File: src/rtl/axi2core_if.sv
// rtl/axi2core_if.sv - AXI4 slave channels plus core-style memory initiator port for axi2core
interface axi2core_if #(
    parameter int AXI4_ADDRESS_WIDTH = 32,
    parameter int AXI4_ID_WIDTH      = 16,
    parameter int AXI4_USER_WIDTH    = 10
);
    logic [AXI4_ID_WIDTH-1:0]      aw_id_i;
    logic [AXI4_ADDRESS_WIDTH-1:0] aw_addr_i;
    logic [7:0]                    aw_len_i;
    logic [2:0]                    aw_size_i;
    logic [1:0]                    aw_burst_i;
    logic [AXI4_USER_WIDTH-1:0]    aw_user_i;
    logic                          aw_valid_i;
    logic                          aw_ready_o;

    logic [31:0]                   w_data_i;
    logic [3:0]                    w_strb_i;
    logic                          w_last_i;
    logic [AXI4_USER_WIDTH-1:0]    w_user_i;
    logic                          w_valid_i;
    logic                          w_ready_o;

    logic [AXI4_ID_WIDTH-1:0]      b_id_o;
    logic [1:0]                    b_resp_o;
    logic [AXI4_USER_WIDTH-1:0]    b_user_o;
    logic                          b_valid_o;
    logic                          b_ready_i;

    logic [AXI4_ID_WIDTH-1:0]      ar_id_i;
    logic [AXI4_ADDRESS_WIDTH-1:0] ar_addr_i;
    logic [7:0]                    ar_len_i;
    logic [2:0]                    ar_size_i;
    logic [1:0]                    ar_burst_i;
    logic [AXI4_USER_WIDTH-1:0]    ar_user_i;
    logic                          ar_valid_i;
    logic                          ar_ready_o;

    logic [AXI4_ID_WIDTH-1:0]      r_id_o;
    logic [31:0]                   r_data_o;
    logic [1:0]                    r_resp_o;
    logic                          r_last_o;
    logic [AXI4_USER_WIDTH-1:0]    r_user_o;
    logic                          r_valid_o;
    logic                          r_ready_i;

    logic                          mem_req_o;
    logic                          mem_gnt_i;
    logic [AXI4_ADDRESS_WIDTH-1:0] mem_addr_o;
    logic                          mem_we_o;
    logic [3:0]                    mem_be_o;
    logic [31:0]                   mem_wdata_o;
    logic                          mem_rvalid_i;
    logic [31:0]                   mem_rdata_i;
    logic                          mem_err_i;

    modport slave (
        input  aw_id_i, aw_addr_i, aw_len_i, aw_size_i, aw_burst_i, aw_user_i, aw_valid_i,
        output aw_ready_o,
        input  w_data_i, w_strb_i, w_last_i, w_user_i, w_valid_i,
        output w_ready_o,
        output b_id_o, b_resp_o, b_user_o, b_valid_o,
        input  b_ready_i,
        input  ar_id_i, ar_addr_i, ar_len_i, ar_size_i, ar_burst_i, ar_user_i, ar_valid_i,
        output ar_ready_o,
        output r_id_o, r_data_o, r_resp_o, r_last_o, r_user_o, r_valid_o,
        input  r_ready_i,
        output mem_req_o, mem_addr_o, mem_we_o, mem_be_o, mem_wdata_o,
        input  mem_gnt_i, mem_rvalid_i, mem_rdata_i, mem_err_i
    );

    modport master (
        output aw_id_i, aw_addr_i, aw_len_i, aw_size_i, aw_burst_i, aw_user_i, aw_valid_i,
        input  aw_ready_o,
        output w_data_i, w_strb_i, w_last_i, w_user_i, w_valid_i,
        input  w_ready_o,
        input  b_id_o, b_resp_o, b_user_o, b_valid_o,
        output b_ready_i,
        output ar_id_i, ar_addr_i, ar_len_i, ar_size_i, ar_burst_i, ar_user_i, ar_valid_i,
        input  ar_ready_o,
        input  r_id_o, r_data_o, r_resp_o, r_last_o, r_user_o, r_valid_o,
        output r_ready_i,
        input  mem_req_o, mem_addr_o, mem_we_o, mem_be_o, mem_wdata_o,
        output mem_gnt_i, mem_rvalid_i, mem_rdata_i, mem_err_i
    );
endinterface

File: src/rtl/axi2core.sv
// rtl/axi2core.sv - single-beat AXI4 slave bridged onto a req/gnt core memory port
// One transaction in flight; bursts (len != 0) are answered with SLVERR without touching memory.
module axi2core #(
    parameter int AXI4_ADDRESS_WIDTH = 32,
    parameter int AXI4_ID_WIDTH      = 16,
    parameter int AXI4_USER_WIDTH    = 10
) (
    input  logic      clk_i,
    input  logic      rst_i,
    axi2core_if.slave bus
);
    localparam int AW = AXI4_ADDRESS_WIDTH;
    localparam int IW = AXI4_ID_WIDTH;

    typedef enum logic [2:0] {
        IDLE, WR_DATA, WR_DRAIN, MEM_REQ, MEM_WAIT, B_RESP, R_RESP
    } state_t;

    state_t        state, state_nxt;
    logic          prio;
    logic [IW-1:0] id;
    logic [AW-1:2] addr_word;
    logic [7:0]    len;
    logic          is_write;
    logic          err_mode;
    logic [31:0]   wdata;
    logic [3:0]    be;
    logic [31:0]   rdata;
    logic [1:0]    resp;
    logic [7:0]    beat;

    logic grant_rd, grant_wr, ar_hs, aw_hs, w_hs, last_beat;

    logic unused;
    assign unused = ^{bus.aw_size_i, bus.aw_burst_i, bus.aw_user_i, bus.aw_addr_i[1:0],
                      bus.w_user_i, bus.ar_size_i, bus.ar_burst_i, bus.ar_user_i,
                      bus.ar_addr_i[1:0]};

    // prio=0 favours reads on a simultaneous AR/AW; readies never both high
    always_comb begin
        grant_rd  = bus.ar_valid_i && (!bus.aw_valid_i || !prio);
        grant_wr  = bus.aw_valid_i && (!bus.ar_valid_i || prio);
        ar_hs     = (state == IDLE) && grant_rd;
        aw_hs     = (state == IDLE) && grant_wr;
        w_hs      = ((state == WR_DATA) || (state == WR_DRAIN)) && bus.w_valid_i;
        last_beat = !err_mode || (beat == len);
    end

    always_ff @(posedge clk_i or posedge rst_i) begin
        if (rst_i) begin
            state <= IDLE;
        end else begin
            state <= state_nxt;
        end
    end

    always_comb begin
        state_nxt = state;
        case (state)
            IDLE: begin
                if (ar_hs) begin
                    state_nxt = (bus.ar_len_i == 8'd0) ? MEM_REQ : R_RESP;
                end else if (aw_hs) begin
                    state_nxt = WR_DATA;
                end
            end
            WR_DATA: begin
                if (bus.w_valid_i) begin
                    if (len == 8'd0)         state_nxt = MEM_REQ;
                    else if (bus.w_last_i)   state_nxt = B_RESP;
                    else                     state_nxt = WR_DRAIN;
                end
            end
            WR_DRAIN: if (bus.w_valid_i && bus.w_last_i) state_nxt = B_RESP;
            MEM_REQ:  if (bus.mem_gnt_i) state_nxt = MEM_WAIT;
            MEM_WAIT: if (bus.mem_rvalid_i) state_nxt = is_write ? B_RESP : R_RESP;
            B_RESP:   if (bus.b_ready_i) state_nxt = IDLE;
            R_RESP:   if (bus.r_ready_i && last_beat) state_nxt = IDLE;
            default:  state_nxt = IDLE;
        endcase
    end

    always_ff @(posedge clk_i or posedge rst_i) begin
        if (rst_i) begin
            prio      <= 1'b0;
            id        <= '0;
            addr_word <= '0;
            len       <= '0;
            is_write  <= 1'b0;
            err_mode  <= 1'b0;
            wdata     <= '0;
            be        <= '0;
            rdata     <= '0;
            resp      <= '0;
            beat      <= '0;
        end else begin
            if (ar_hs) begin
                prio      <= 1'b1;
                id        <= bus.ar_id_i;
                addr_word <= bus.ar_addr_i[AW-1:2];
                len       <= bus.ar_len_i;
                is_write  <= 1'b0;
                err_mode  <= (bus.ar_len_i != 8'd0);
                resp      <= (bus.ar_len_i != 8'd0) ? 2'b10 : 2'b00;
                rdata     <= '0;
                beat      <= '0;
            end else if (aw_hs) begin
                prio      <= 1'b0;
                id        <= bus.aw_id_i;
                addr_word <= bus.aw_addr_i[AW-1:2];
                len       <= bus.aw_len_i;
                is_write  <= 1'b1;
                err_mode  <= 1'b0;
                resp      <= 2'b00;
                beat      <= '0;
            end
            if (w_hs && (state == WR_DATA)) begin
                wdata <= bus.w_data_i;
                be    <= bus.w_strb_i;
                if (len != 8'd0) begin
                    err_mode <= 1'b1;
                    resp     <= 2'b10;
                end
            end
            // rvalid outside MEM_WAIT is deliberately ignored
            if ((state == MEM_WAIT) && bus.mem_rvalid_i) begin
                rdata <= bus.mem_rdata_i;
                resp  <= bus.mem_err_i ? 2'b10 : 2'b00;
            end
            if ((state == R_RESP) && bus.r_ready_i && !last_beat) begin
                beat <= beat + 8'd1;
            end
        end
    end

    always_comb begin
        bus.aw_ready_o  = aw_hs;
        bus.ar_ready_o  = ar_hs;
        bus.w_ready_o   = (state == WR_DATA) || (state == WR_DRAIN);

        bus.mem_req_o   = (state == MEM_REQ);
        bus.mem_addr_o  = (state == MEM_REQ) ? {addr_word, 2'b00} : '0;
        bus.mem_we_o    = (state == MEM_REQ) && is_write;
        bus.mem_be_o    = (state == MEM_REQ) ? (is_write ? be : 4'hF) : 4'h0;
        bus.mem_wdata_o = ((state == MEM_REQ) && is_write) ? wdata : '0;

        bus.b_valid_o   = (state == B_RESP);
        bus.b_id_o      = (state == B_RESP) ? id : '0;
        bus.b_resp_o    = (state == B_RESP) ? resp : 2'b00;
        bus.b_user_o    = '0;

        bus.r_valid_o   = (state == R_RESP);
        bus.r_id_o      = (state == R_RESP) ? id : '0;
        bus.r_data_o    = ((state == R_RESP) && !err_mode) ? rdata : '0;
        bus.r_resp_o    = (state == R_RESP) ? resp : 2'b00;
        bus.r_last_o    = (state == R_RESP) && last_beat;
        bus.r_user_o    = '0;
    end
endmodule

File: src/flat_wrapper.sv
// flat-port wrapper written by rule: the top's interface ports become plain ports
module axi2core_flat 
#(
    parameter int AXI4_ADDRESS_WIDTH = 32,
    parameter int AXI4_ID_WIDTH      = 16,
    parameter int AXI4_USER_WIDTH    = 10
)
  (clk_i, rst_i, bus_aw_id_i, bus_aw_addr_i, bus_aw_len_i, bus_aw_size_i, bus_aw_burst_i, bus_aw_user_i, bus_aw_valid_i, bus_aw_ready_o, bus_w_data_i, bus_w_strb_i, bus_w_last_i, bus_w_user_i, bus_w_valid_i, bus_w_ready_o, bus_b_id_o, bus_b_resp_o, bus_b_user_o, bus_b_valid_o, bus_b_ready_i, bus_ar_id_i, bus_ar_addr_i, bus_ar_len_i, bus_ar_size_i, bus_ar_burst_i, bus_ar_user_i, bus_ar_valid_i, bus_ar_ready_o, bus_r_id_o, bus_r_data_o, bus_r_resp_o, bus_r_last_o, bus_r_user_o, bus_r_valid_o, bus_r_ready_i, bus_mem_req_o, bus_mem_addr_o, bus_mem_we_o, bus_mem_be_o, bus_mem_wdata_o, bus_mem_gnt_i, bus_mem_rvalid_i, bus_mem_rdata_i, bus_mem_err_i);
  axi2core_if #(.AXI4_ADDRESS_WIDTH(AXI4_ADDRESS_WIDTH), .AXI4_ID_WIDTH(AXI4_ID_WIDTH), .AXI4_USER_WIDTH(AXI4_USER_WIDTH)) bus_i ();
  input  logic clk_i;
  input  logic rst_i;
  input wire logic [$bits(bus_i.aw_id_i)-1:0] bus_aw_id_i;
  input wire logic [$bits(bus_i.aw_addr_i)-1:0] bus_aw_addr_i;
  input wire logic [$bits(bus_i.aw_len_i)-1:0] bus_aw_len_i;
  input wire logic [$bits(bus_i.aw_size_i)-1:0] bus_aw_size_i;
  input wire logic [$bits(bus_i.aw_burst_i)-1:0] bus_aw_burst_i;
  input wire logic [$bits(bus_i.aw_user_i)-1:0] bus_aw_user_i;
  input wire logic [$bits(bus_i.aw_valid_i)-1:0] bus_aw_valid_i;
  output wire logic [$bits(bus_i.aw_ready_o)-1:0] bus_aw_ready_o;
  input wire logic [$bits(bus_i.w_data_i)-1:0] bus_w_data_i;
  input wire logic [$bits(bus_i.w_strb_i)-1:0] bus_w_strb_i;
  input wire logic [$bits(bus_i.w_last_i)-1:0] bus_w_last_i;
  input wire logic [$bits(bus_i.w_user_i)-1:0] bus_w_user_i;
  input wire logic [$bits(bus_i.w_valid_i)-1:0] bus_w_valid_i;
  output wire logic [$bits(bus_i.w_ready_o)-1:0] bus_w_ready_o;
  output wire logic [$bits(bus_i.b_id_o)-1:0] bus_b_id_o;
  output wire logic [$bits(bus_i.b_resp_o)-1:0] bus_b_resp_o;
  output wire logic [$bits(bus_i.b_user_o)-1:0] bus_b_user_o;
  output wire logic [$bits(bus_i.b_valid_o)-1:0] bus_b_valid_o;
  input wire logic [$bits(bus_i.b_ready_i)-1:0] bus_b_ready_i;
  input wire logic [$bits(bus_i.ar_id_i)-1:0] bus_ar_id_i;
  input wire logic [$bits(bus_i.ar_addr_i)-1:0] bus_ar_addr_i;
  input wire logic [$bits(bus_i.ar_len_i)-1:0] bus_ar_len_i;
  input wire logic [$bits(bus_i.ar_size_i)-1:0] bus_ar_size_i;
  input wire logic [$bits(bus_i.ar_burst_i)-1:0] bus_ar_burst_i;
  input wire logic [$bits(bus_i.ar_user_i)-1:0] bus_ar_user_i;
  input wire logic [$bits(bus_i.ar_valid_i)-1:0] bus_ar_valid_i;
  output wire logic [$bits(bus_i.ar_ready_o)-1:0] bus_ar_ready_o;
  output wire logic [$bits(bus_i.r_id_o)-1:0] bus_r_id_o;
  output wire logic [$bits(bus_i.r_data_o)-1:0] bus_r_data_o;
  output wire logic [$bits(bus_i.r_resp_o)-1:0] bus_r_resp_o;
  output wire logic [$bits(bus_i.r_last_o)-1:0] bus_r_last_o;
  output wire logic [$bits(bus_i.r_user_o)-1:0] bus_r_user_o;
  output wire logic [$bits(bus_i.r_valid_o)-1:0] bus_r_valid_o;
  input wire logic [$bits(bus_i.r_ready_i)-1:0] bus_r_ready_i;
  output wire logic [$bits(bus_i.mem_req_o)-1:0] bus_mem_req_o;
  output wire logic [$bits(bus_i.mem_addr_o)-1:0] bus_mem_addr_o;
  output wire logic [$bits(bus_i.mem_we_o)-1:0] bus_mem_we_o;
  output wire logic [$bits(bus_i.mem_be_o)-1:0] bus_mem_be_o;
  output wire logic [$bits(bus_i.mem_wdata_o)-1:0] bus_mem_wdata_o;
  input wire logic [$bits(bus_i.mem_gnt_i)-1:0] bus_mem_gnt_i;
  input wire logic [$bits(bus_i.mem_rvalid_i)-1:0] bus_mem_rvalid_i;
  input wire logic [$bits(bus_i.mem_rdata_i)-1:0] bus_mem_rdata_i;
  input wire logic [$bits(bus_i.mem_err_i)-1:0] bus_mem_err_i;
  assign bus_i.aw_id_i = bus_aw_id_i;
  assign bus_i.aw_addr_i = bus_aw_addr_i;
  assign bus_i.aw_len_i = bus_aw_len_i;
  assign bus_i.aw_size_i = bus_aw_size_i;
  assign bus_i.aw_burst_i = bus_aw_burst_i;
  assign bus_i.aw_user_i = bus_aw_user_i;
  assign bus_i.aw_valid_i = bus_aw_valid_i;
  assign bus_aw_ready_o = bus_i.aw_ready_o;
  assign bus_i.w_data_i = bus_w_data_i;
  assign bus_i.w_strb_i = bus_w_strb_i;
  assign bus_i.w_last_i = bus_w_last_i;
  assign bus_i.w_user_i = bus_w_user_i;
  assign bus_i.w_valid_i = bus_w_valid_i;
  assign bus_w_ready_o = bus_i.w_ready_o;
  assign bus_b_id_o = bus_i.b_id_o;
  assign bus_b_resp_o = bus_i.b_resp_o;
  assign bus_b_user_o = bus_i.b_user_o;
  assign bus_b_valid_o = bus_i.b_valid_o;
  assign bus_i.b_ready_i = bus_b_ready_i;
  assign bus_i.ar_id_i = bus_ar_id_i;
  assign bus_i.ar_addr_i = bus_ar_addr_i;
  assign bus_i.ar_len_i = bus_ar_len_i;
  assign bus_i.ar_size_i = bus_ar_size_i;
  assign bus_i.ar_burst_i = bus_ar_burst_i;
  assign bus_i.ar_user_i = bus_ar_user_i;
  assign bus_i.ar_valid_i = bus_ar_valid_i;
  assign bus_ar_ready_o = bus_i.ar_ready_o;
  assign bus_r_id_o = bus_i.r_id_o;
  assign bus_r_data_o = bus_i.r_data_o;
  assign bus_r_resp_o = bus_i.r_resp_o;
  assign bus_r_last_o = bus_i.r_last_o;
  assign bus_r_user_o = bus_i.r_user_o;
  assign bus_r_valid_o = bus_i.r_valid_o;
  assign bus_i.r_ready_i = bus_r_ready_i;
  assign bus_mem_req_o = bus_i.mem_req_o;
  assign bus_mem_addr_o = bus_i.mem_addr_o;
  assign bus_mem_we_o = bus_i.mem_we_o;
  assign bus_mem_be_o = bus_i.mem_be_o;
  assign bus_mem_wdata_o = bus_i.mem_wdata_o;
  assign bus_i.mem_gnt_i = bus_mem_gnt_i;
  assign bus_i.mem_rvalid_i = bus_mem_rvalid_i;
  assign bus_i.mem_rdata_i = bus_mem_rdata_i;
  assign bus_i.mem_err_i = bus_mem_err_i;
  axi2core #(.AXI4_ADDRESS_WIDTH(AXI4_ADDRESS_WIDTH), .AXI4_ID_WIDTH(AXI4_ID_WIDTH), .AXI4_USER_WIDTH(AXI4_USER_WIDTH)) u_core (.clk_i(clk_i), .rst_i(rst_i), .bus(bus_i));
endmodule
File: config.mk
export PLATFORM = sky130hd
export DESIGN_NAME = axi2core_flat
export DESIGN_NICKNAME = d
export VERILOG_FILES = /design/src/rtl/axi2core_if.sv /design/src/rtl/axi2core.sv /design/src/flat_wrapper.sv
export SDC_FILE = /design/constraint.sdc
export NUM_CORES = 1
export LEC_CHECK = 0
export ABC_CLOCK_PERIOD_IN_PS = 4200
export BUFFER_PORTS_ARGS = -buffer_cell sky130_fd_sc_hd__buf_4
export CAP_MARGIN = 30
export CORE_AREA = 5 5 151 153
export CTS_CLUSTER_SIZE = 20
export DETAILED_ROUTE_END_ITERATION = 10
export DIE_AREA = 0 0 156 158
export PLACE_DENSITY = 0.65
export REMOVE_ABC_BUFFERS = 1
export SLEW_MARGIN = 20
export SYNTH_ARGS = -nofsm -noshare
export SYNTH_HDL_FRONTEND = slang
export SYNTH_SLANG_ARGS = --single-unit
File: constraint.sdc
create_clock -name clk_i -period 4.2 [get_ports clk_i]
set_input_delay 0.84 -clock clk_i [delete_from_list [all_inputs] [get_ports clk_i]]
set_output_delay 0.84 -clock clk_i [all_outputs]
set_load 0.03 [all_outputs]
# Yosys cells after proc, flatten, opt, wreduce, memory -nomap -nowiden
# Cells that the tools add are included.
[classes]
order_cmp = 0
reduce_logical = 32
n_bitwise = 0
muxes = 48
add_sub_neg = 1
n_div = 0
n_shift = 0
multipliers = 0
n_eq_ne = 14
[op_table]
columns = ["op", "n"]
rows = [
  ["$mux 32", 5],
  ["$mux 16", 4],
  ["$mux 30", 2],
  ["$mux 8", 5],
  ["$mux 3", 11],
  ["$pmux 3 s7", 1],
  ["$mux 2", 10],
  ["$logic_not 8->1", 2],
  ["$reduce_bool 8->1", 2],
  ["$logic_and 1x1->1", 14],
  ["$eq 3x3->1 const B", 3],
  ["$add 8x1->8 const B", 1],
  ["$eq 8x8->1", 1],
  ["$mux 1", 8],
  ["$mux 4", 2],
  ["$reduce_and 7->1", 1],
  ["$eq 3x2->1 const B", 2],
  ["$ne 2x1->1 const B", 3],
  ["$ne 2x2->1 const B", 3],
  ["$logic_not 1->1", 5],
  ["$logic_or 1x1->1", 4],
  ["$reduce_bool 2->1", 2],
  ["$eq 3x1->1 const B", 1],
  ["$logic_not 3->1", 1],
  ["2 further kinds", 2],
]
[totals]
latch_bits = 0
memories = 0
wordCells = 107
mem_bits_rw = 0
inputBits = 231
register_bits = 138
out_inout_bits = 164
romBits = 0

# Longest topological paths before layout
# Gate-level depths: netlist of run 1.
[logic_depth]
depth_word = 9
depth_mapped = 7
mapped_depth_nobuf = 6

# Worst setup path after synthesis of run 1
# No wires, ideal clock.
[synth_path]
path_type = "in2out"
startpoint = "in bus_aw_valid_i"
endpoint = "out bus_ar_ready_o"
path_buffers = 1
path_stages = 4
path_slack_ps = 1694
required_ps = 3360
arrival_ps = 1666
cell_sequence = "nand2_1 > nand3_2 > inv_4 > clkbuf_1"
[synth_between]
elab_chain_len = 4
[synth_rtl]
columns = ["item", "line", "source"]
rows = [
  ["from (decl)", "flat_wrapper.sv:18", "input wire logic [$bits(bus_i.aw_valid_i)-1:0] bus_aw_valid_i;"],
  ["$logic_not 1->1", "axi2core.sv:41", "grant_rd = bus.ar_valid_i && (!bus.aw_valid_i || !prio);"],
  ["$logic_or 1x1->1", "axi2core.sv:41", ""],
  ["$logic_and 1x1->1", "axi2core.sv:41", ""],
  ["$logic_and 1x1->1", "axi2core.sv:43", "ar_hs = (state == IDLE) && grant_rd;"],
  ["to (decl)", "flat_wrapper.sv:38", "output wire logic [$bits(bus_i.ar_ready_o)-1:0] bus_ar_ready_o;"],
]
# Every way passes these cells.

# Final worst setup path of run 1
[layout_path]
startpoint = "reg u_core.state[1]"
endpoint = "out bus_aw_ready_o"
[layout_between]
elab_chain_len = 2
[layout_rtl]
columns = ["item", "line", "source"]
rows = [
  ["from (decl)", "axi2core.sv:19", "state_t state, state_nxt;"],
  ["from (signal assigned)", "axi2core.sv:53", "state <= state_nxt;"],
  ["$logic_not 3->1", "axi2core.sv:44", "aw_hs = (state == IDLE) && grant_wr;"],
  ["$logic_and 1x1->1", "axi2core.sv:44", ""],
  ["to (decl)", "flat_wrapper.sv:19", "output wire logic [$bits(bus_i.aw_ready_o)-1:0] bus_aw_ready_o;"],
]
# Every way passes these cells.

==> metrics.cfg, run 1 <==
[run_status]
outcome=finished, final reports clean

[placement]
pre_cts_ws_ps=1325
dp.final_hpwl_mm=16.88
io_buffers=328
gp_congestion=0.8484
dp_cells=1327

[timing]
slew-limit-headroom_pct=46.64
setup_viol=0
final_max_slew_viol_count=0
fmax_mhz=321.4
setup_slack_ps=1088
clock-skew-final_ps=9.117
worst_slew_pin_slew_ps=800.4
hold_violations=0
min_period_ps=3112
rsz0062_at_grt=no
post-route-period-util_pct=74.09

[yosys]
synth_edf_count=0
synthCells=757
ys_seq_area_share_pct=48.03
ys_dominant_reg_cell=dfrtp_1
ys_top_cells_by_area=dfrtp_1 48%, nand2_1 9.5%, and2_1 8.7%
synthArstFlopShare_pct=100.0
netlist_top_cells_count=182 x nand2_1, 138 x dfrtp_1, 100 x and2_1
netlist.area_leader.share_pct=48.03
synth.avg_cell_area_sq_um=9.497
synth.largest_area_cell=dfrtp_1
synth_seq_cells=138
netlist_area_sq_um=7189
synth_warnings=0
synth.distinct_cells=52
yosysMostFrequentCell=nand2_1

[setup_path]
r2r-start=u_core.state[1]
r2r_slack_ps=1660
path_cells=nor3_4 > and3_2 > buf_4
cp-start-kind=flop
critical_path_class=flop to output pin
crit_path_start=u_core.state[1]
critPathArrivalTime_ps=2270
cp_slowest_cell=and3_2
slowest_delay_ps=690
cp-end-kind=output pin
path_max_fanout=30
crit_required_ps=3360

[detailed_routing]
num_vias=6375
drt-total-wl_mm=23.07
drt-vias-per-instance=4.688
first_iter_violations=398
ant_nets=0
dr.pass1.iters=4
routedWlPerCell_um=16.96
drc=0

[clock_tree]
post_cts_buffers=0
cts_buffer_depth=2
hold_buffers=0
cts_tree=built
cts.sinks=138
insertion_delay_ps=410
cts_resized=0
cts_buffers=17
htree_levels=4
clk_pin_slew_ps=60
cts-root-buf=clkbuf_16

[power]
power.leakage_nw=5.511
ir_worst_vdd_mv=0.2890
powerDensity_nw_per_um2=616.9

[grt]
grt_pass1_wl_mm=35.20
grt_util_all_layers_pct=18.18
gr-total-overflow=0
grt_max_degree=85
antenna_found_initial=0
grt_pass1_vias=6395

[floorplan]
core-area_sq_um=21420
die_area_sq_um=24650
row_count=54
die_w_um=156
start_util_pct=33.57
ioPinCount=395
die_h_um=158

[cells_and_area]
nets=1299
drive_above_1_share_pct=39.44
area_growth_syn_to_layout_pct=44.69
final_cells=1360
insertedDiodeCount=0

[min_path]
holdCritPathClass=flop to flop
min_from=u_core.addr_word[4]

[flow_run]
cap_violations=0

## cell usage in the layout (no fill, tap or decap), types with 9 or more instances in the layout
cell type and instances:
dfrtp_1 138, and3_1 35, nor2_1 14, nand3_1 35, conb_1 22, mux2_2 29
buf_4 342, a22oi_1 48, xor2_1 9, nand2_1 182, clkbuf_16 17, mux2i_1 9
and2_1 100
## power breakdown
| group | internal, mW | total (mW) | switching, mW |
|---|---|---|---|
| registers | 1.92 | 2.30 | 0.383 |
| clock network | 0.965 | 1.55 | 0.584 |
| logic | 1.07 | 2.57 | 1.49 |
## critical path: cells and delay by family (launching register included)
family / cells / cell delay, ps
simple gates: 2 / 1010
flops: 1 / 560
buf+inv: 1 / 280
## metal layers
layer,routed length [um],vias to the layer above,global-route usage [%]
li1,-,3121,-
met1,9376,3012,22.61
met2,11480,201,29.97
met3,1546,41,5.522
met4,662,0,6.669
met5,0,-,0
## worst paths after layout
path | endpoint | cells past startpoint
worst min register to register | u_core.addr_word[4] | 2
min in group asynchronous | u_core.addr_word[14] | 2
worst max register to register | u_core.beat[1] | 6
worst max-delay path | bus_aw_ready_o | 3
max in group asynchronous | u_core.rdata[4] | 3
worst min-delay path | u_core.addr_word[4] | 2
## per-stage QoR
| stage | utilization, % | hold WS [ps] | area (sq um) | TNS [ps] | power, mW |
|---|---|---|---|---|---|
| final | 48.57 | 463.0 | 10400 | 0 | 6.417 |
| after global routing | 48.57 | 486.5 | 10400 | 0 | 6.870 |
| after floorplan | - | 437.6 | 6835 | -46390 | 3.926 |
| after CTS | 48.53 | 468.0 | 10400 | 0 | 6.505 |
| after global placement | 45.64 | 451.1 | 9774 | 0 | 4.847 |
| after detailed placement | 45.71 | 453.7 | 9789 | 0 | 4.922 |
## sequential cells by signal, summed over array words and instances, names as in the netlist
| register | cells |
|---|---|
| u_core.resp | 2 |
| u_core.len | 8 |
| u_core.beat | 8 |
| u_core.state | 3 |
| u_core.wdata | 32 |
| u_core.rdata | 32 |
| u_core.prio | 1 |
| u_core.is_write | 1 |
| u_core.err_mode | 1 |
| u_core.addr_word | 30 |
| u_core.be | 4 |
| u_core.id | 16 |
## cell type report
cell class / count / area (sq um)
Fill cell: 2089 / 11020
Sequential cell: 138 / 3453
Multi-Input combinational cell: 559 / 3357
Timing Repair Buffer: 344 / 2603
Clock buffer: 21 / 460.4
Tap cell: 280 / 350.3
Clock inverter: 11 / 145.1
Inverter: 7 / 33.78
## cells by family (layout without fill, tap and decap cells)
family / Yosys count / in the layout / synth area share [%]
AO/OA/AOI/OAI: 84 / 84 / 8.597
XOR/XNOR: 11 / 11 / 1.340
adder cells (fa/ha/maj): 1 / 1 / 0.1740
buffers and inverters: 81 / 383 / 6.422
flip-flops: 138 / 138 / 48.03
multiplexers: 48 / 48 / 7.518
other: 1 / 22 / 0.05216
AND/OR/NAND/NOR: 393 / 393 / 27.86
(Power assumes the default switching activity.)
==> run 2: changes to the inputs <==
--- a/config.mk
+++ b/config.mk
@@ -5,14 +5,15 @@
 export SDC_FILE = /design/constraint.sdc
 export NUM_CORES = 1
 export LEC_CHECK = 0
-export ABC_CLOCK_PERIOD_IN_PS = 4200
+export ABC_AREA = 1
+export ABC_CLOCK_PERIOD_IN_PS = 3200
 export BUFFER_PORTS_ARGS = -buffer_cell sky130_fd_sc_hd__buf_4
 export CAP_MARGIN = 30
 export CORE_AREA = 5 5 151 153
 export CTS_CLUSTER_SIZE = 20
 export DETAILED_ROUTE_END_ITERATION = 10
 export DIE_AREA = 0 0 156 158
-export PLACE_DENSITY = 0.65
+export PLACE_DENSITY = 0.63
 export REMOVE_ABC_BUFFERS = 1
 export SLEW_MARGIN = 20
 export SYNTH_ARGS = -nofsm -noshare
==> constraint.sdc (replaced) <==
create_clock -name clk_i -period 3.2 [get_ports clk_i]
set_input_delay 0.64 -clock clk_i [delete_from_list [all_inputs] [get_ports clk_i]]
set_output_delay 0.64 -clock clk_i [all_outputs]
set_load 0.03 [all_outputs]
==> metrics.cfg, run 2 <==
[cells_and_area]
drive_above_1_share_pct=32.07
largest_registers=u_core.rdata: 32 flops, u_core.wdata: 32 flops, u_core.addr_word: 30 flops
insertedDiodeCount=0
nets=1458
area_growth_syn_to_layout_pct=43.95
final_cell_mix=338 x buf_4, 191 x nor2_1, 144 x nand2_1
utilization_pct=47.93
final_common_cell=buf_4
design_area_sq_um=10270
nFillCells=2128

[setup_path]
path_cells=nand3_1 > nor2_1 > buf_4
crit_required_ps=2560
path_delay_family=simple AND/OR/NAND/NOR gates
path_max_fanout=20
cp-end-kind=output pin
cp-start-kind=flop
critPathArrivalTime_ps=2220
crit_buf_inv=1
slowest_delay_ps=680
critical_path_class=flop to output pin
cp_slowest_cell=nand3_1

[floorplan]
start_util_pct=33.30
core-area_sq_um=21420
ioPinCount=395
die_w_um=156
die_area_sq_um=24650
die_h_um=158
row_count=54

[timing]
fmax_mhz=349.4
rsz0062_at_grt=no
final_max_slew_viol_count=0
holdWs_ps=325.6
fin_setup_tns_ps=0
min_period_ps=2862
post-route-period-util_pct=89.45
worst_slew_pin_slew_ps=870.0
slew-limit-headroom_pct=41.84
setup_slack_ps=337.6
clock-skew-final_ps=8.638
hold_violations=0
setup_viol=0

[yosys]
ys_top_cells_by_area=dfrtp_1 48%, nor2_1 10%, nand2_1 7.6%
synth.largest_area_cell=dfrtp_1
synth_warnings=0
synth.distinct_cells=32
synthCells=917
synth.avg_cell_area_sq_um=7.777
yosysMostFrequentCell=nor2_1
netlist_area_sq_um=7132
synth_edf_count=0
ys_dominant_reg_cell=dfrtp_1
netlist.area_leader.share_pct=48.42
synthArstFlopShare_pct=100.0
netlist_top_cells_count=191 x nor2_1, 145 x nand2_1, 138 x dfrtp_1, 138 x inv_1, 49 x nand3_1
synth_seq_cells=138
ys_seq_area_share_pct=48.42

[clock_tree]
cts_buffers=17
cts_buffer_depth=2
hold_buffers=0
cts-root-buf=clkbuf_16
htree_levels=4
cts.sinks=138
post_cts_buffers=0
cts_resized=0
clk_pin_slew_ps=60
insertion_delay_ps=410
cts_tree=built

[power]
ir_worst_vdd_mv=0.4406
clkPwrFrac_pct=24.0
power.leakage_nw=5.308
power_frac_seq_pct=34.6
powerDensity_nw_per_um2=789.1
power_frac_comb_pct=41.4
switching_share_pct=40.54
p_sw_mw=3.284
p_int_mw=4.817

[grt]
grt_pass1_wl_mm=35.65
grt_util_all_layers_pct=18.26
gr-total-overflow=0
grt_pass1_vias=6765
grt_max_degree=67
antenna_found_initial=0

[detailed_routing]
routedWlPerCell_um=15.42
num_vias=6829
first_iter_violations=364
drt-vias-per-instance=4.499
dr.pass1.iters=6
drc=0
ant_nets=0
drt-total-wl_mm=23.41

[placement]
pre_cts_ws_ps=731.2
io_buffers=328
dp.final_hpwl_mm=17.19
gp_congestion=0.8502
placed_area_sq_um=9696

[min_path]
holdCritPathClass=input port to async pin

[run_status]
outcome=finished, final reports clean

[flow_run]
cap_violations=0

## run 2: cell types whose count changed after synthesis, sizes merged, moves of 35 or more
cell / change
o21ai: +37
inv: +141
o211ai: +49
nor2: +176
mux2: -38
and2: -100
nand2: -35
and3: -36
a21oi: +35
a22oi: -48
## run 2: per-stage QoR
stage	total power, mW	std cells
floorplan	5.026	868
global placement	6.162	1487
detailed placement	6.222	1487
CTS	8.213	1518
global route	8.700	1518
finish	8.101	1518
## run 2: cell type report
type	count	area, sq um	share of cell area [%]
sequential	138	3453	33.64
multi-input combinational	582	2774	27.02
timing repair buffer	339	2557	24.91
inverter	148	560.5	5.460
clock buffer	18	429.2	4.180
tap	280	350.3	3.413
clock inverter	13	141.4	1.377
## run 2: kinds of logic (layout without fill, tap and decap cells)
logic type	after synthesis	after routing	share of synthesized area, %
fa+ha+maj	1	1	0.1754
flops	138	138	48.42
simple gates	404	404	23.65
xor+xnor	9	9	1.105
buf+inv	218	518	13.82
mux	1	1	0.1579
other cells	1	22	0.05258
compound gates	145	145	12.61
## run 2: path summary, 6_finish.rpt
path                                       start                  end  slack [ps]  depth (start not counted)
worst max-delay path             u_core.state[2]        bus_b_id_o[7]         340                          3
worst min-delay path                       rst_i     u_core.rdata[30]         330                          2
worst max register to register   u_core.state[0]      u_core.state[0]         850                          9
worst min register to register      u_core.be[3]         u_core.be[3]         510                          1
max in group asynchronous                  rst_i         u_core.id[2]        2160                          3
min in group clk_i              bus_aw_addr_i[3]  u_core.addr_word[3]         450                          3
## run 2: metal layers
metal / track usage [%] / part of all wire (%)
met5: 0 / 0
met4: 5.627 / 2.1
met3: 4.811 / 6.7
met2: 30.79 / 50
met1: 23.03 / 41
## run 2: power groups by stage
stage / logic, mW / registers [mW] / clock network [mW]
floorplan: 2.26 / 2.76 / 0
global placement: 3.35 / 2.81 / 0
detailed placement: 3.39 / 2.83 / 0
CTS: 3.41 / 2.80 / 2.00
global route: 3.75 / 2.88 / 2.07
finish: 3.35 / 2.80 / 1.95
==> run 3: changes to the inputs <==
--- a/config.mk
+++ b/config.mk
@@ -9,11 +9,12 @@
 export ABC_CLOCK_PERIOD_IN_PS = 3200
 export BUFFER_PORTS_ARGS = -buffer_cell sky130_fd_sc_hd__buf_4
 export CAP_MARGIN = 30
-export CORE_AREA = 5 5 151 153
+export CORE_AREA = 5 5 152 154
 export CTS_CLUSTER_SIZE = 20
 export DETAILED_ROUTE_END_ITERATION = 10
-export DIE_AREA = 0 0 156 158
-export PLACE_DENSITY = 0.63
+export DIE_AREA = 0 0 157 159
+export GPL_TIMING_DRIVEN = 1
+export PLACE_DENSITY = 0.62
 export REMOVE_ABC_BUFFERS = 1
 export SLEW_MARGIN = 20
 export SYNTH_ARGS = -nofsm -noshare
==> metrics.cfg, run 3 (synthesis results as in run 2) <==
[setup_path]
crit_buf_inv=3
r2r_cells=6
critical_path_class=flop to output pin
r2r-start=u_core.state[0]
slowest_delay_ps=590
critPathArrivalTime_ps=2130
path_max_fanout=32
cp_slowest_cell=dfrtp_1
crit_required_ps=2560
critPathCapture=bus_r_data_o[16]
r2r-end=u_core.addr_word[3]
path_cells=inv_1 > nor3_4 > nand2_1 > buf_4 > nor2_1 > buf_4
critical_path_depth=6
crit_path_start=u_core.state[2]
path_delay_family=flip-flops
r2r_slack_ps=1120
cpMostUsedCell=buf_4
cp-start-kind=flop
cp-end-kind=output pin

[floorplan]
core-area_sq_um=21550
start_util_pct=33.09
die_area_sq_um=24960
die_h_um=159
die_w_um=157
row_count=54
ioPinCount=395

[cells_and_area]
drive_above_1_share_pct=32.18
largest_registers=u_core.rdata: 32 flops, u_core.wdata: 32 flops, u_core.addr_word: 30 flops
insertedDiodeCount=0
area_growth_syn_to_layout_pct=44.16
nets=1460
final_common_cell=buf_4
final_cell_mix=341 x buf_4, 191 x nor2_1, 144 x nand2_1

[clock_tree]
cts_buffer_depth=2
post_cts_buffers=0
hold_buffers=0
cts-root-buf=clkbuf_16
cts_resized=0
insertion_delay_ps=410
clk_pin_slew_ps=60
cts.sinks=138
cts_tree=built
htree_levels=4
cts_buffers=17

[grt]
antenna_found_initial=0
grt_pass1_vias=6813
gr-total-overflow=0
grt_pass1_wl_mm=37.19
grt_max_degree=59
grt_util_all_layers_pct=18.80

[timing]
clock-skew-final_ps=12.77
min_period_ps=2774
rsz0062_at_grt=no
setup_slack_ps=425.5
hold_violations=0
post-route-period-util_pct=86.70
setup_viol=0
slew-limit-headroom_pct=63.16
fmax_mhz=360.4
final_max_slew_viol_count=0
worst_slew_pin_slew_ps=552.6

[power]
power.leakage_nw=5.316
p_total_mw=8.147
powerDensity_nw_per_um2=792.4
ir_worst_vdd_mv=0.3375

[placement]
io_buffers=328
gp_congestion=0.8406
pre_cts_ws_ps=855.8
dp.final_hpwl_mm=17.67

[run_status]
outcome=finished, final reports clean

[detailed_routing]
first_iter_violations=281
drc=0
routedWlPerCell_um=15.72
num_vias=6902
drt-vias-per-instance=4.541
drt-total-wl_mm=23.89
ant_nets=0
dr.pass1.iters=5

[min_path]
holdCritPathClass=input port to async pin

[flow_run]
cap_violations=0

[run 3: changes by cell type in the layout (fill, tap and decap cells not counted), sizes merged]
cell / previous run / this run
inv: 153 / 152
clkbuf: 18 / 19
buf: 339 / 341
[run 3: where the power goes]
group / leakage (nW) / switching (mW) / total, mW / internal [mW]
Sequential: 1.67 / 0.295 / 2.81 / 2.51
Clock: 0.277 / 0.799 / 1.97 / 1.18
Combinational: 3.37 / 2.20 / 3.36 / 1.16
[run 3: final cells by class]
type / count / area, sq um
clock buffer: 19 / 442.9
clock inverter: 12 / 140.1
fill: 2170 / 11270
inverter: 148 / 560.5
multi-input combinational: 582 / 2774
sequential: 138 / 3453
tap: 280 / 350.3
timing repair buffer: 341 / 2560
[run 3: worst min path at each step]
stage	startpoint	to	slack, ps	depth (start not counted)
after floorplan	u_core.be[3]	u_core.be[3]	480	1
after global placement	u_core.be[3]	u_core.be[3]	490	1
after detailed placement	u_core.wdata[6]	u_core.wdata[6]	500	2
after CTS	rst_i	u_core.rdata[9]	300	2
after global routing	rst_i	u_core.rdata[8]	300	2
final	rst_i	u_core.rdata[8]	280	2
[run 3: stage by stage]
step	utilization [%]	area [sq um]	TNS (ps)	instances	hold slack, ps
floorplan	-	6780	-156790	868	480.4
global placement	45.00	9698	0	1489	489.5
detailed placement	45.00	9698	0	1489	501.5
CTS	47.70	10280	0	1520	295.7
global route	47.70	10280	0	1520	302.5
finish	47.70	10280	0	1520	284.7
[run 3: metal layers]
metal	wire length, um	global-route usage [%]
met5	0	0
met4	403	4.931
met3	1605	4.920
met2	12500	32.83
met1	9378	22.91
